--- src/rtl/pc_redirect_pkg.sv ---
// Shared encodings for the PC redirect sequencer: mux selects, request kinds,
// exception causes, vector addresses and the sequencer state type.
package pc_redirect_pkg;

  localparam logic [2:0] SelAlu    = 3'b000;
  localparam logic [2:0] SelAluOut = 3'b001;
  localparam logic [2:0] SelJump   = 3'b010;
  localparam logic [2:0] SelMdr    = 3'b011;
  localparam logic [2:0] SelEpc    = 3'b100;

  localparam logic [1:0] KindSeq    = 2'd0;
  localparam logic [1:0] KindBranch = 2'd1;
  localparam logic [1:0] KindJump   = 2'd2;
  localparam logic [1:0] KindRte    = 2'd3;

  localparam logic [1:0] CauseNone     = 2'd0;
  localparam logic [1:0] CauseOpcode   = 2'd1;
  localparam logic [1:0] CauseOverflow = 2'd2;
  localparam logic [1:0] CauseDiv0     = 2'd3;

  localparam logic [31:0] VecOpcode   = 32'd253;
  localparam logic [31:0] VecOverflow = 32'd254;
  localparam logic [31:0] VecDiv0     = 32'd255;

  typedef enum logic [2:0] {
    StIdle,
    StPcUpd,
    StExcSave,
    StExcAddr,
    StExcWait,
    StExcLoad,
    StExcJump
  } state_e;

  function automatic logic [2:0] kind_to_sel(input logic [1:0] kind);
    logic [2:0] sel;
    sel = SelAlu;
    case (kind)
      KindSeq:    sel = SelAlu;
      KindBranch: sel = SelAluOut;
      KindJump:   sel = SelJump;
      KindRte:    sel = SelEpc;
      default:    sel = SelAlu;
    endcase
    return sel;
  endfunction

  function automatic logic [31:0] cause_to_vec(input logic [1:0] cause);
    logic [31:0] vec;
    vec = '0;
    case (cause)
      CauseOpcode:   vec = VecOpcode;
      CauseOverflow: vec = VecOverflow;
      CauseDiv0:     vec = VecDiv0;
      default:       vec = '0;
    endcase
    return vec;
  endfunction

endpackage

--- src/rtl/exc_prio_enc.sv ---
// Exception priority encoder: opcode > overflow > div0.
// Divide-by-zero trapping is enabled by defining PC_REDIRECT_DIV0_EXC_EN.
module exc_prio_enc
  import pc_redirect_pkg::*;
(
  input  logic       exc_opcode,
  input  logic       exc_overflow,
  input  logic       exc_div0,
  output logic [1:0] cause,
  output logic       valid
);

  always_comb begin
    cause = CauseNone;
    valid = 1'b0;
    if (exc_opcode) begin
      cause = CauseOpcode;
      valid = 1'b1;
    end else if (exc_overflow) begin
      cause = CauseOverflow;
      valid = 1'b1;
    end
`ifdef PC_REDIRECT_DIV0_EXC_EN
    else if (exc_div0) begin
      cause = CauseDiv0;
      valid = 1'b1;
    end
`endif
  end

`ifndef PC_REDIRECT_DIV0_EXC_EN
  logic unused_div0;
  assign unused_div0 = exc_div0;
`endif

endmodule

--- src/rtl/pc_redirect_ctrl.sv ---
// PC-source select / PC and EPC write sequencer, including the exception vector fetch.
// Divide-by-zero trapping is enabled by defining PC_REDIRECT_DIV0_EXC_EN.
module pc_redirect_ctrl
  import pc_redirect_pkg::*;
#(
  parameter int unsigned MEM_LAT = 1
) (
  input  logic        clk,
  input  logic        reset_n,
  input  logic        req_valid,
  input  logic [1:0]  req_kind,
  output logic        req_ready,
  input  logic        exc_opcode,
  input  logic        exc_overflow,
  input  logic        exc_div0,
  output logic [2:0]  pc_source_sel,
  output logic        pc_write,
  output logic        epc_write,
  output logic [31:0] vec_addr,
  output logic        vec_addr_sel,
  output logic        mem_read,
  output logic        mdr_load,
  output logic [1:0]  exc_cause,
  output logic        exc_busy
);

  localparam int unsigned CntW = (MEM_LAT > 1) ? $clog2(MEM_LAT) : 1;

  state_e          state_q;
  logic [CntW-1:0] wait_cnt_q;
  logic [1:0]      enc_cause;
  logic            enc_valid;

  exc_prio_enc u_exc_prio_enc (
    .exc_opcode   (exc_opcode),
    .exc_overflow (exc_overflow),
    .exc_div0     (exc_div0),
    .cause        (enc_cause),
    .valid        (enc_valid)
  );

  assign req_ready = (state_q == StIdle);

  // Outputs are registered alongside the state so each is valid for the whole state cycle.
  always_ff @(posedge clk) begin
    if (!reset_n) begin
      state_q       <= StIdle;
      wait_cnt_q    <= '0;
      pc_source_sel <= SelAlu;
      pc_write      <= 1'b0;
      epc_write     <= 1'b0;
      vec_addr      <= '0;
      vec_addr_sel  <= 1'b0;
      mem_read      <= 1'b0;
      mdr_load      <= 1'b0;
      exc_cause     <= CauseNone;
      exc_busy      <= 1'b0;
    end else begin
      unique case (state_q)
        StIdle: begin
          if (enc_valid) begin
            exc_cause <= enc_cause;
            epc_write <= 1'b1;
            exc_busy  <= 1'b1;
            state_q   <= StExcSave;
          end else if (req_valid) begin
            pc_source_sel <= kind_to_sel(req_kind);
            pc_write      <= 1'b1;
            state_q       <= StPcUpd;
          end
        end
        StPcUpd: begin
          pc_write <= 1'b0;
          state_q  <= StIdle;
        end
        StExcSave: begin
          epc_write    <= 1'b0;
          vec_addr     <= cause_to_vec(exc_cause);
          vec_addr_sel <= 1'b1;
          mem_read     <= 1'b1;
          state_q      <= StExcAddr;
        end
        StExcAddr: begin
          wait_cnt_q <= CntW'(MEM_LAT - 1);
          state_q    <= StExcWait;
        end
        StExcWait: begin
          if (wait_cnt_q == '0) begin
            vec_addr_sel <= 1'b0;
            mem_read     <= 1'b0;
            mdr_load     <= 1'b1;
            state_q      <= StExcLoad;
          end else begin
            wait_cnt_q <= wait_cnt_q - CntW'(1);
          end
        end
        StExcLoad: begin
          mdr_load      <= 1'b0;
          pc_write      <= 1'b1;
          pc_source_sel <= SelMdr;
          state_q       <= StExcJump;
        end
        StExcJump: begin
          pc_write <= 1'b0;
          exc_busy <= 1'b0;
          state_q  <= StIdle;
        end
        default: state_q <= StIdle;
      endcase
    end
  end

endmodule
--- config.mk ---
export PLATFORM = sky130hd
export DESIGN_NAME = pc_redirect_ctrl
export DESIGN_NICKNAME = d
export VERILOG_FILES = /design/src/rtl/pc_redirect_pkg.sv /design/src/rtl/exc_prio_enc.sv /design/src/rtl/pc_redirect_ctrl.sv
export SDC_FILE = /design/constraint.sdc
export NUM_CORES = 1
export LEC_CHECK = 0
export BUFFER_PORTS_ARGS = -buffer_cell sky130_fd_sc_hd__buf_2
export CAP_MARGIN = 20
export CORE_MARGIN = 8
export CORE_UTILIZATION = 35
export DETAILED_ROUTE_END_ITERATION = 7
export PLACE_DENSITY = 0.74
export RECOVER_POWER = 25
export SLEW_MARGIN = 25
export SYNTH_ARGS = -nofsm -noshare
export SYNTH_HDL_FRONTEND = slang
export SYNTH_HIERARCHICAL = 1
export SYNTH_SLANG_ARGS = --single-unit
--- constraint.sdc ---
create_clock -name clk -period 1.75 [get_ports clk]
set_input_delay 0.35 -clock clk [delete_from_list [all_inputs] [get_ports clk]]
set_output_delay 0.35 -clock clk [all_outputs]
set_load 0.03 [all_outputs]
==> metrics.yaml <==
status: "finished, final reports clean"
finalCritPeriodShare_pct: 95.19
slowest_stage: "dfxtp_1"
fin_cells: 176
syn_avg_cell_area_sq_um: 8.727
synth_seq_area_share_pct: 30.33
io_buffers: 26
cts_tree: "done"
rows: 20
cts_root_buffer: "clkbuf_4"
die_x_um: 70.93
htreeDepth: 1
n_antenna_cell: 0
syn_to_final_growth_pct: 3.555
clockBufferDepth: 2
routed_wl_mm: 2.084
p_int_w: 0.0005937
skew_ns: 0.0007591
worstRegToRegCells: 3
clkPwrFrac_pct: 18.4
io_pins: 52
synth_warnings: 6
cp.depth: 3
firstDrtPassIters: 4
rsz0062_at_grt: "false"
end_kind: "primary output"
overflow: 0
switching_share_pct: 41.62
antenna_found_initial: 0
crit_path_start: "state_q[2]$_SDFFE_PN0P_"
required_ns: 1.40
wl_per_cell_um: 11.84
drv_slew: 0
worst-setup-path-type: "flop to primary output"
powerDensity_nw_per_um2: 929.9
drtAntennaViolNets: 0
grt_pass1_vias: 749
fin_tns_setup_ns: 0
grt_first_pass_wirelength_mm: 3.353
timing.rr.start: "state_q[2]$_SDFFE_PN0P_"
start_util_pct: 35.76
p_total_w: 0.001017
post_cts_buffers: 0
drt_iter0_markers: 25
syn_inst: 121
clock_latency_ns: 0.28
drc: 0
syn_area_sq_um: 1056
combinationalPowerShare_pct: 39.5
seqPwrFrac_pct: 42.1
leakage_nw: 0.4919
dp_hpwl_mm: 1.699
multiInputGateArea_sq_um: 544.3
netlist-cell-type-count: 37
worstHoldPathType: "input pin to flop"
via_count: 803
drive_gt1_share_pct: 25.17
coreArea_sq_um: 2953
slowest_delay_ns: 0.39
cp-start-kind: "flop"
synth_edf_count: 0
max_cap_viol_count: 0
cp_max_fo: 8
grt_max_degree: 15
async_reset_ff_share_pct: 0
clock_sinks: 16
grt.total_usage_pct: 8.260
numCtsBuffers: 3
arrival_ns: 1.32
cp_top_family: "buffers and inverters"
crit_path_frequent_cell: "buf_4"
p_switching_w: 0.0004232
cp_cell_sequence: "buf_4, nor3_2, buf_4"
dp.cells: 173
fmax_ghz: 0.6003
final-hold-violation-count: 0
fillCellCount: 314
ys_seq_elements: 16
layout.nets: 154
viasPerCell: 4.563
setup_viol: 0
die_area_sq_um: 5031
dieHeight_um: 70.93
hold_path_depth: 3
clk_pin_slew_ns: 0.08
path_buf_inv: 2
ir_drop_v: 0.0002439
regArea_sq_um: 320.3
min_from: "exc_opcode"
yosys_most_used_dff: "dfxtp_1"
min_period_ns: 1.666
place.gp.congestion: 0.7893
hold_ws_ns: 0.3030
-- worst min-delay path: stages --
cell and delay, ns:
buf_2 0.09, nand3_1 0.05, o21ai_0 0.06
-- routing by layer --
layer | track usage [%] | wire, um | vias up
li1 | - | - | 409
met1 | 8.667 | 918 | 357
met2 | 12.98 | 970 | 33
met3 | 3.672 | 152 | 4
met4 | 5.774 | 42 | 0
met5 | 0 | 0 | -
-- logic make-up after synthesis --
| family | count (synthesis) | share of synthesized area [%] |
|---|---|---|
| compound gates | 22 | 14.57 |
| fa+ha+maj | 1 | 1.185 |
| buf+inv | 37 | 26.30 |
| flops | 16 | 30.33 |
| mux | 1 | 0.9479 |
| other cells | 1 | 0.3551 |
| simple gates | 43 | 26.31 |
-- repair_timing --
item | 4_1_cts | 5_1_grt
hold buffers | 0 | 0
setup endpoints to repair | 0 | 1
endpoints found under the hold margin | 0 | 0
gates resized for setup | 0 | 2
-- state kept, by name, indices dropped and copies added, names as in the netlist --
signal and flops:
epc_write 1, exc_busy 1, exc_cause 2, mdr_load 1, mem_read 1, pc_source_sel 3, pc_write 1, state_q 3
vec_addr 3
-- area by class of cell --
cell class,instances,share of cell area (%)
multi-input cells,91,49.77
flip-flops and latches,16,29.29
repair buffers,31,14.42
well taps,33,3.776
clock buffers,3,2.059
inverters,2,0.6865
-- placed cells by master (no fill, tap or decap) --
cell type	count
buf_2	18
nand2_1	7
o21a_1	2
nor3b_4	1
nor4b_4	1
buf_4	5
inv_1	1
o221ai_1	1
a21oi_2	1
o21ai_0	6
nor2_1	7
and3_4	1
or3b_4	1
dfxtp_1	16
a211oi_1	1
nor3_1	3
nand4_1	1
clkinv_1	1
ha_1	1
and2_4	1
a2111oi_2	1
nor3b_1	1
and2b_1	1
a2111oi_0	1
mux2i_1	1
nor2b_1	3
and2b_2	1
o311a_1	2
a21oi_1	5
or2_1	1
conb_1	24
nor3_2	2
nand3_1	7
clkbuf_4	3
nand3b_1	1
nand2b_1	3
o31ai_1	2
clkbuf_1	8
-- power by group through the flow --
stage / Combinational (W) / Sequential [W] / Clock, W
finish: 0.000401 / 0.000428 / 0.000187
global route: 0.000430 / 0.000434 / 0.000215
CTS: 0.000403 / 0.000429 / 0.000198
detailed placement: 0.000402 / 0.000437 / 0
global placement: 0.000399 / 0.000436 / 0
floorplan: 0.000335 / 0.000490 / 0
-- synthesized netlist by cell type, drive strengths merged (3+ instances only) --
cell type   n  area, sq um
dfxtp      16        320.3
o21ai       6        30.03
nand3       7        35.03
nand2b      3        18.77
nor3        5        35.03
buf        34        266.5
nor2b       3        18.77
nand2       7        26.28
nor2        7        26.28
a21oi       6        33.78
-- through the flow --
step           instance area (sq um)  utilization (%)  worst slack, ns
3_3_place_gp                    1081            36.61           0.2394
3_5_place_dp                    1081            36.61           0.2466
4_1_cts                         1104            37.37          0.05658
5_1_grt                         1094            37.03         0.003794
6_report                        1094            37.03          0.08417
2_1_floorplan                   1142                -           0.2683
-- final timing paths --
path / to / slack [ns]
min: exc_cause[0]$_SDFFE_PN0P_ / 0.30
max: req_ready / 0.08
max reg2reg: state_q[1]$_SDFFE_PN0P_ / 0.32
min reg2reg: vec_addr[1]$_SDFFE_PN0N_ / 0.46
(Power assumes the default switching activity.)
